## config.mk

```make
export PLATFORM = sky130hd
export DESIGN_NAME = morse_char_assembler
export DESIGN_NICKNAME = d
export VERILOG_FILES = /design/src/rtl/morse_char_assembler.sv
export SDC_FILE = /design/constraint.sdc
export NUM_CORES = 1
export LEC_CHECK = 0
export CAP_MARGIN = 20
export CORE_MARGIN = 4
export CORE_UTILIZATION = 55
export CTS_BUF_LIST = sky130_fd_sc_hd__clkbuf_8
export CTS_CLUSTER_SIZE = 25
export DETAILED_ROUTE_END_ITERATION = 6
export MAX_ROUTING_LAYER = met4
export PLACE_DENSITY = 0.77
export SYNTH_ARGS = -nofsm -noshare
export SYNTH_HDL_FRONTEND = slang
export SYNTH_SLANG_ARGS = --single-unit
```

## constraint.sdc

```tcl
create_clock -name clk -period 2.5 [get_ports clk]
set_input_delay 0.5 -clock clk [delete_from_list [all_inputs] [get_ports clk]]
set_output_delay 0.5 -clock clk [all_outputs]
set_load 0.05 [all_outputs]
```

## src/rtl/morse_char_assembler.sv

```systemverilog
// Morse character assembler: collects dot/dash pulses into a code, translates it to
// ASCII on a letter/word gap, and queues characters on a valid/ready stream.
module morse_char_assembler #(
    parameter int FIFO_DEPTH     = 4,
    parameter int FIFO_AW        = 2,
    parameter bit SUPPRESS_SPACE = 1'b1
) (
    input  logic       clk,
    input  logic       rst_n,
    input  logic       dot,
    input  logic       dash,
    input  logic       lg,
    input  logic       wg,
    output logic [7:0] char_data,
    output logic       char_valid,
    input  logic       char_ready,
    output logic       drop
);

    typedef enum logic {ACCUM, EMIT_SPACE} state_t;

    localparam logic [FIFO_AW:0] FULL_CNT = (FIFO_AW+1)'(FIFO_DEPTH);

    state_t             state_q, state_d;
    logic [4:0]         code_q, code_d;
    logic [2:0]         len_q, len_d;
    logic               ovf_q, ovf_d;
    logic               lws_q, lws_d;
    logic               push, sym_en, emit_letter;
    logic [7:0]         push_data, dec_char;

    logic [7:0]         mem_q [FIFO_DEPTH];
    logic [FIFO_AW-1:0] wptr_q, wptr_d, rptr_q, rptr_d;
    logic [FIFO_AW:0]   cnt_q, cnt_d;
    logic               drop_q, drop_d;
    logic               full, pop, do_push;

    // Code holds the first symbol in its MSB-most used bit; unused upper bits are always 0.
    always_comb begin
        dec_char = 8'h3F;
        if (!ovf_q) begin
            case ({len_q, code_q})
                8'b001_00000: dec_char = 8'h45; // E
                8'b001_00001: dec_char = 8'h54; // T
                8'b010_00000: dec_char = 8'h49; // I
                8'b010_00001: dec_char = 8'h41; // A
                8'b010_00010: dec_char = 8'h4E; // N
                8'b010_00011: dec_char = 8'h4D; // M
                8'b011_00000: dec_char = 8'h53; // S
                8'b011_00001: dec_char = 8'h55; // U
                8'b011_00010: dec_char = 8'h52; // R
                8'b011_00011: dec_char = 8'h57; // W
                8'b011_00100: dec_char = 8'h44; // D
                8'b011_00101: dec_char = 8'h4B; // K
                8'b011_00110: dec_char = 8'h47; // G
                8'b011_00111: dec_char = 8'h4F; // O
                8'b100_00000: dec_char = 8'h48; // H
                8'b100_00001: dec_char = 8'h56; // V
                8'b100_00010: dec_char = 8'h46; // F
                8'b100_00100: dec_char = 8'h4C; // L
                8'b100_00110: dec_char = 8'h50; // P
                8'b100_00111: dec_char = 8'h4A; // J
                8'b100_01000: dec_char = 8'h42; // B
                8'b100_01001: dec_char = 8'h58; // X
                8'b100_01010: dec_char = 8'h43; // C
                8'b100_01011: dec_char = 8'h59; // Y
                8'b100_01100: dec_char = 8'h5A; // Z
                8'b100_01101: dec_char = 8'h51; // Q
                8'b101_11111: dec_char = 8'h30;
                8'b101_01111: dec_char = 8'h31;
                8'b101_00111: dec_char = 8'h32;
                8'b101_00011: dec_char = 8'h33;
                8'b101_00001: dec_char = 8'h34;
                8'b101_00000: dec_char = 8'h35;
                8'b101_10000: dec_char = 8'h36;
                8'b101_11000: dec_char = 8'h37;
                8'b101_11100: dec_char = 8'h38;
                8'b101_11110: dec_char = 8'h39;
                default:      dec_char = 8'h3F;
            endcase
        end
    end

    always_comb begin
        state_d     = state_q;
        code_d      = code_q;
        len_d       = len_q;
        ovf_d       = ovf_q;
        lws_d       = lws_q;
        push        = 1'b0;
        push_data   = 8'h00;
        sym_en      = 1'b0;
        emit_letter = 1'b0;
        case (state_q)
            ACCUM: begin
                if (wg) begin
                    emit_letter = (len_q != 3'd0);
                    state_d     = EMIT_SPACE;
                end else if (lg) begin
                    emit_letter = (len_q != 3'd0);
                end else begin
                    sym_en = dot | dash;
                end
            end
            EMIT_SPACE: begin
                state_d = ACCUM;
                if (!(SUPPRESS_SPACE && lws_q)) begin
                    push      = 1'b1;
                    push_data = 8'h20;
                    lws_d     = 1'b1;
                end
                // Gaps are ignored here, but symbols still start the next letter.
                sym_en = dot | dash;
            end
            default: state_d = ACCUM;
        endcase

        if (emit_letter) begin
            push      = 1'b1;
            push_data = dec_char;
            code_d    = 5'd0;
            len_d     = 3'd0;
            ovf_d     = 1'b0;
            lws_d     = 1'b0;
        end

        if (sym_en) begin
            if (len_q == 3'd5) begin
                ovf_d = 1'b1;
            end else begin
                code_d = {code_q[3:0], dash};
                len_d  = len_q + 3'd1;
            end
        end
    end

    always_comb begin
        full    = (cnt_q == FULL_CNT);
        pop     = (cnt_q != '0) && char_ready;
        do_push = push && (!full || pop);
        drop_d  = drop_q | (push && full && !pop);
        wptr_d  = do_push ? wptr_q + 1'b1 : wptr_q;
        rptr_d  = pop ? rptr_q + 1'b1 : rptr_q;
        cnt_d   = cnt_q;
        if (do_push && !pop)
            cnt_d = cnt_q + 1'b1;
        else if (!do_push && pop)
            cnt_d = cnt_q - 1'b1;
    end

    always_ff @(posedge clk or negedge rst_n) begin
        if (!rst_n) begin
            state_q <= ACCUM;
            code_q  <= 5'd0;
            len_q   <= 3'd0;
            ovf_q   <= 1'b0;
            lws_q   <= 1'b1;
            wptr_q  <= '0;
            rptr_q  <= '0;
            cnt_q   <= '0;
            drop_q  <= 1'b0;
        end else begin
            state_q <= state_d;
            code_q  <= code_d;
            len_q   <= len_d;
            ovf_q   <= ovf_d;
            lws_q   <= lws_d;
            wptr_q  <= wptr_d;
            rptr_q  <= rptr_d;
            cnt_q   <= cnt_d;
            drop_q  <= drop_d;
        end
    end

    // Storage needs no reset: char_data is masked to 0 whenever the FIFO is empty.
    always_ff @(posedge clk) begin
        if (do_push)
            mem_q[wptr_q] <= push_data;
    end

    assign char_valid = (cnt_q != '0);
    assign char_data  = char_valid ? mem_q[rptr_q] : 8'h00;
    assign drop       = drop_q;

endmodule

```

==> metrics.txt, run 1 <==
pwr dens between 1000 and 1500 nW/um2; H-tree level count 2; first drt pass iteration count 4; initial DRC count 220; area grow syn2layout 15.2%; RSZ-0062 raised after global routing false; Yosys reg bits 47; Longest Clk Path Bufs 2; net switching fraction of the power 0.421; Remaining Overflow, GRT 0; switching power between 1.5 and 2 mW; Hold Buf Count CTS 0; Seq/Total Area, Yosys 0.490; critical path's slowest cell or4b_4; Wirelength per Cell about 16 um; crit path max fanout 6; num ports 17; clk_skew ~0.0054 ns; Place WS -0.0996 ns; Die ar. around 6100 um2; prevailing post-synth register cell edfxtp_1; # setup viols final 0; clk root buf clkbuf_8; WP data arrival between 2 and 2.5 ns; post-DP HPWL 3960 um; crit start category flop; Tcrit/Tclk final 0.958; Die Ht slightly below 80 um; Slew @ Worst Pin ~0.50 ns; Post-Layout Cell Count between 300 and 400; Worst Setup EP mem_q[1][1]; clock group share of total power 0.135; Setup CP Type flop to flop; GRT Util Overall 0.193; post-route setup slack 0.105 ns; final worst path period need 2.39 ns; Final Cell Area 3100 um2; data required time of the worst path 2.48 ns; clock-pin slew on the worst setup and hold paths around 0.09 ns; post-CTS sizing 0; Leak around 1.2 nW; Levels on crit path 5; CTS buffer count 5; Max Clock Freq about 0.42 GHz; post-route ant nets 0; core footprint approximately 4700 um2; Total Wirelength approximately 5200 um; Slew Limit Fails 0; asr flop ratio synth 0.404; Starting Density 0.569; cell with the most instances after synthesis edfxtp_1; outcome finished, final reports clean; Post-DP Area roughly 3000 um2; worst skew pair latency approximately 0.29 ns; drc violations 0; vias in the first global route ~1900; CTS tree yes; worst r2r src len_q[1]; Pint between 2 and 2.5 mW; cell count after placement 324; Synth area leader edfxtp_1; Yosys warning count 0; critical-path cell list or4b_4 -> nor4_2 -> a211oi_2 -> a31oi_1 -> a41oi_1; Netlist cell types 61; Fin. Hold Viols 0; top cells by area, synth edfxtp_1 (31%), dfrtp_1 (17%), mux4_2 (5.9%); Crit. End Element flop; max incr delay on CP ~0.59 ns; Netlist Area Pre-Place approximately 2700 um2; Synth top area share 0.313; EDFF count, synth 28; Max VDD drop about 0.75 mV; beginning of the critical path len_q[1]; setup bufs post-CTS 0; CP bufs+invs 0; Worst R2R End mem_q[1][1]; hold crit path type flop to flop; port bufs 15; nets@finish 280; Post-Synthesis Cells ~240; syn avg cell area roughly 11 um2; GPL Wtd Cong between 0.9 and 1; syn nets approximately 260; post-DR vias/cell 5.79; clk sinks 47; R2R cell count 5; first-pass GRT wire length 9160 um; register share of total power 0.343; most frequent cells after synthesis edfxtp_1 (28), nand2_1 (22), dfrtp_1 (18); initial antenna violation count 0; combinational power share 0.522; Die Width about 78 um; antenna cells 0; WHS between 0.4 and 0.5 ns; max_cap viols 0; vias 1923; layout cells sized above 1 0.211; Worst R2R Setup Slack 0.11 ns; largest net degree at the start of global routing 20; crit-path leading delay family simple AND/OR/NAND/NOR gates; Rows 25; Slew headroom 0.655
-- worst register-to-register path: stages (launching register included) --
cell,delay (ns)
dfrtp_2,0.46
or4b_4,0.59
nor4_2,0.33
a211oi_2,0.11
a31oi_1,0.32
a41oi_1,0.28
-- registers in the layout (all words and copies together), names as in the netlist --
signal,cells
code_q,5
rptr_q,2
state_q,1
ovf_q,1
drop,1
len_q,3
wptr_q,2
cnt_q,3
lws_q,1
mem_q,28
-- stage by stage --
step / power, mW / utilization / TNS [ns]
after floorplan: 2.92 / - / 0
after global placement: 3.47 / 0.632 / -0.0936
after detailed placement: 3.53 / 0.632 / -0.189
after CTS: 4.08 / 0.656 / 0
after global routing: 4.35 / 0.656 / 0
final: 4.05 / 0.656 / 0
-- worst min path at each step --
| stage | cells past startpoint | start | endpoint |
|---|---|---|---|
| final | 1 | drop | drop |
| after global routing | 1 | drop | drop |
| after CTS | 1 | drop | drop |
| after detailed placement | 1 | drop | drop |
| after global placement | 1 | drop | drop |
| after floorplan | 0 | rst_n | cnt_q[0] |
-- cell usage in the layout (no fill, tap or decap), drive strengths merged, types with 2 or more instances in the layout --
cell type	synthesis	layout
nand4	4	4
o21ai	15	15
a2111oi	2	2
nor2b	5	5
xor2	3	3
a211oi	3	3
ha	8	8
edfxtp	28	28
and3b	2	2
nand2b	3	3
and3	2	2
and2	12	12
nor4b	3	3
a31oi	3	3
clkbuf	13	5
nor4	2	2
a21boi	2	2
inv	11	12
o211ai	2	2
o31ai	3	3
nand3	5	5
a21oi	5	5
mux4	7	7
mux2	3	3
nor2	15	15
nor3	5	5
nand2	22	22
clkdlybuf4s50	0	8
buf	7	28
dfrtp	18	18
a32oi	2	2
xnor2	5	5
-- cell type report --
cell class	instances	area, um2
fill	363	1630
sequential	47	1320
multi-input combinational	163	1250
timing repair buffer	36	290
tap	67	83.8
clock buffer	5	68.8
clock inverter	3	42.5
inverter	11	41.3
-- cell families (layout without fill, tap and decap cells) --
kind of cell / Yosys count / count (layout) / synth area share
flip-flops: 47 / 47 / 0.490
AO/OA/AOI/OAI: 48 / 48 / 0.132
adder cells (fa/ha/maj): 9 / 9 / 0.0447
multiplexers: 11 / 11 / 0.0749
AND/OR/NAND/NOR: 86 / 86 / 0.182
XOR/XNOR: 8 / 8 / 0.0261
buffers and inverters: 31 / 55 / 0.0493
other: 1 / 1 / 0.00139
-- metal layers --
metal | global-route usage | vias up | routed length, um
li1 | - | 929 | -
met1 | 0.254 | 931 | 2340
met2 | 0.311 | 57 | 2620
met3 | 0.0406 | 6 | 227
met4 | 0.0437 | 0 | 47
met5 | - | - | 0
-- power groups by stage --
stage | clock, mW | sequential [mW] | combinational, mW
2_1_floorplan | 0 | 1.30 | 1.62
3_3_place_gp | 0 | 1.39 | 2.07
3_5_place_dp | 0 | 1.41 | 2.12
4_1_cts | 0.557 | 1.39 | 2.13
5_1_grt | 0.598 | 1.43 | 2.32
6_report | 0.547 | 1.39 | 2.12
No activity file was read; power rests on OpenSTA's default activity.
==> run 2, diff against run 1 <==
--- a/config.mk
+++ b/config.mk
@@ -5,14 +5,15 @@
 export SDC_FILE = /design/constraint.sdc
 export NUM_CORES = 1
 export LEC_CHECK = 0
+export ABC_AREA = 1
 export CAP_MARGIN = 20
 export CORE_MARGIN = 4
-export CORE_UTILIZATION = 55
+export CORE_UTILIZATION = 56
 export CTS_BUF_LIST = sky130_fd_sc_hd__clkbuf_8
 export CTS_CLUSTER_SIZE = 25
 export DETAILED_ROUTE_END_ITERATION = 6
 export MAX_ROUTING_LAYER = met4
-export PLACE_DENSITY = 0.77
+export PLACE_DENSITY = 0.78
 export SYNTH_ARGS = -nofsm -noshare
 export SYNTH_HDL_FRONTEND = slang
 export SYNTH_SLANG_ARGS = --single-unit
==> metrics.txt, run 2 <==
initial DRC count 149 (-32%); Filler cells 405 (+12%); Synth top area share 0.303 (-0.00945); syn avg cell area 7.92 um2 (-29%); layout cells sized above 1 0.151 (-0.0605); antenna cells 0 (unchanged); worst skew pair latency 0.30 ns (about the same); setup bufs post-CTS 0 (unchanged); EDFF count, synth 28 (unchanged); Yosys warning count 0 (unchanged); port bufs 15 (unchanged); most frequent cells after synthesis nor2_1 (89), nand2_1 (68), edfxtp_1 (28); post-DR vias/cell 5.22 (-9.9%); GRT Util Overall 0.224 (+0.0309); Netlist cell types 31 (-49%); WHS 0.479 ns (+0.0120 ns); H-tree level count 2 (unchanged); Largest register FFs 28 (unchanged); post-synthesis simple-gate area fraction 0.309 (+0.127); Post-Synth Adder-Cell Area 0.0433 (-0.00135); Seq/Total Area, Yosys 0.475 (-0.0148); outcome finished, final reports clean; pwr dens 1260 nW/um2 (-3.8%); Total Wirelength 6060 um (+16%); max incr delay on CP 0.51 ns (-0.08 ns); Fin. Hold Viols 0 (unchanged); nets@finish 393 (+40%); critical-path cell list clkinv_1 -> nor2_1 -> o21ai_0 -> a21oi_1 -> buf_4; Final Cell Area 3140 um2 (+1.5%); Remaining Overflow, GRT 0 (unchanged); WP data arrival 1.80 ns (-0.57 ns); Wirelength per Cell 13.6 um (-14%); RSZ-0062 raised after global routing false; Setup CP Type flop to output port; cell count after placement 437 (+35%); vias 2323 (+21%); vias in the first global route 2346 (+24%); Largest Register mem_q; Crit. End Element output port; WHS Path Cells 1 (unchanged); Synth Area in Compound Gates 0.0921 (-0.0396); num ports 17 (unchanged); Pint 2.07 mW (-12%); Synth area leader edfxtp_1; hold path startpoint state_q; Worst R2R Setup Slack 0.28 ns (+0.17 ns); post-route setup slack 0.205 ns (+0.0994 ns); most frequent cells in the layout nor2_1 (89), nand2_1 (68), edfxtp_1 (28); largest net degree at the start of global routing 18 (-10%); core footprint 4750 um2 (+0.66%); syn nets 366 (+42%); crit-path leading delay family buffers and inverters; Post-Layout Cell Count 445 (+34%); biggest regs mem_q: 28 flops, code_q: 5 flops; CTS buffer count 5 (unchanged); Die Ht 78.4 um (+0.57%); post-route ant nets 0 (unchanged); cell with the most instances after synthesis nor2_1; area grow syn2layout 13.4%; Place WS -0.102 ns (-0.00252 ns); Rows 25 (unchanged); Slew Limit Fails 0 (unchanged); worst r2r src len_q[1]; clk sinks 47 (unchanged); asr flop ratio synth 0.404 (unchanged); Slew @ Worst Pin 0.540 ns (+0.0364 ns); fin util 0.661 (+0.00516); multiplexer area fraction after synthesis 0.00406 (-0.0709); Tcrit/Tclk final 0.918 (-0.0398); Post-Synth XOR/XNOR Area 0.0158 (-0.0103); first-pass GRT wire length 10600 um (+15%); Worst R2R End cnt_q[2]; critical path's slowest cell dfrtp_1; R2R cell count 13 (+8); final worst path period need 2.30 ns (-0.0994 ns); prevailing post-synth register cell edfxtp_1; initial antenna violation count 0 (unchanged); clk root buf clkbuf_8; Die Width 78.4 um (+0.57%); crit path max fanout 8 (+2); Hold Buf Count CTS 0 (unchanged); max_cap viols 0 (unchanged); combinational power share 0.536 (+0.014); largest family of logic cells by synthesized area simple AND/OR/NAND/NOR gates; Post-DP Area 3040 um2 (+1.9%); Slew headroom 0.639 (-0.0167); clk_skew 0.00650 ns (+0.00108 ns); # setup viols final 0 (unchanged); CTS tree yes; clock group share of total power 0.122 (-0.013); register share of total power 0.342 (about the same); most common cell after layout, fill and taps aside nor2_1; hold path endpoint state_q; Post-Synthesis Cells 350 (+45%); Netlist Area Pre-Place 2770 um2 (+3.1%); Leak 1.48 nW (+24%); post-DP HPWL 4740 um (+20%); data required time of the worst path 2.00 ns (-0.48 ns); CP bufs+invs 2 (+2); Starting Density 0.583 (+0.0139); Max VDD drop 0.624 mV (-16%); crit start category flop; top cells by area, synth edfxtp_1 (30%), dfrtp_1 (16%), nor2_1 (12%); clock-pin slew on the worst setup and hold paths 0.09 ns (about the same); net switching fraction of the power 0.476 (+0.0558); Max Clock Freq 0.436 GHz (+4.3%); GPL Wtd Cong 0.944 (-2.4%); first drt pass iteration count 4 (unchanged); Yosys reg bits 47 (unchanged); switching power 1.89 mW (+11%); Die ar. 6140 um2 (+1.1%); Longest Clk Path Bufs 2 (unchanged); hold crit path type flop to flop; drc violations 0 (unchanged)
-- run 2: cell count changes in the layout (fill, tap and decap cells not counted), sizes merged, moves of 5 or more --
cell / previous run / this run
nor2: 15 / 97
nand2: 22 / 78
inv: 12 / 33
nand3: 5 / 24
and2: 12 / 0
o21ai: 15 / 27
buf: 28 / 19
a21oi: 5 / 12
mux4: 7 / 0
nor2b: 5 / 0
nor3: 5 / 0
-- run 2: stage by stage --
| step | power [mW] | setup TNS, ns |
|---|---|---|
| floorplan | 2.87 | 0 |
| global placement | 3.38 | 0 |
| detailed placement | 3.48 | -0.102 |
| CTS | 3.98 | 0 |
| global route | 4.27 | 0 |
| finish | 3.96 | 0 |
-- run 2: routing by layer --
metal | GRT usage | vias up | wire length (um)
li1 | - | 1182 | -
met1 | 0.266 | 1073 | 2600
met2 | 0.387 | 54 | 3140
met3 | 0.0321 | 14 | 183
met4 | 0.0857 | 0 | 129
met5 | - | - | 0
-- run 2: how the worst max path moves through the flow --
stage,slack (ns),startpoint,cells past startpoint,end
finish,0.20,rptr_q[1],5,char_data[6]
CTS,0.18,rptr_q[1],5,char_data[1]
global placement,0.02,wg,13,cnt_q[2]
floorplan,0.18,cnt_q[0],4,char_data[0]
global route,0.02,wg,13,cnt_q[2]
detailed placement,-0.10,wg,13,cnt_q[2]
-- run 2: kinds of logic after synthesis --
family,Yosys count
other cells,1
buf+inv,41
xor+xnor,5
compound gates,47
mux,1
fa+ha+maj,9
flops,47
simple gates,199
-- run 2: area by class of cell --
class / count / area, um2 / area share
Multi-Input combinational cell: 262 / 1290 / 0.411
Timing Repair Buffer: 27 / 223 / 0.0709
Clock buffer: 6 / 82.6 / 0.0263
Sequential cell: 47 / 1320 / 0.420
Clock inverter: 2 / 16.3 / 0.00518
Inverter: 34 / 128 / 0.0406
Tap cell: 67 / 83.8 / 0.0267
-- run 2: power by group through the flow --
stage / clock, mW / sequential, mW / combinational [mW]
floorplan: 0 / 1.29 / 1.58
finish: 0.485 / 1.35 / 2.12
detailed placement: 0 / 1.37 / 2.12
CTS: 0.502 / 1.35 / 2.12
global route: 0.539 / 1.39 / 2.34
global placement: 0 / 1.35 / 2.03
-- run 2: repair_timing --
| action | CTS | global route |
|---|---|---|
| endpoints found under the hold margin | 0 | 0 |
| resized for setup | 0 | 1 |
| setup endpoints to repair | 0 | 1 |
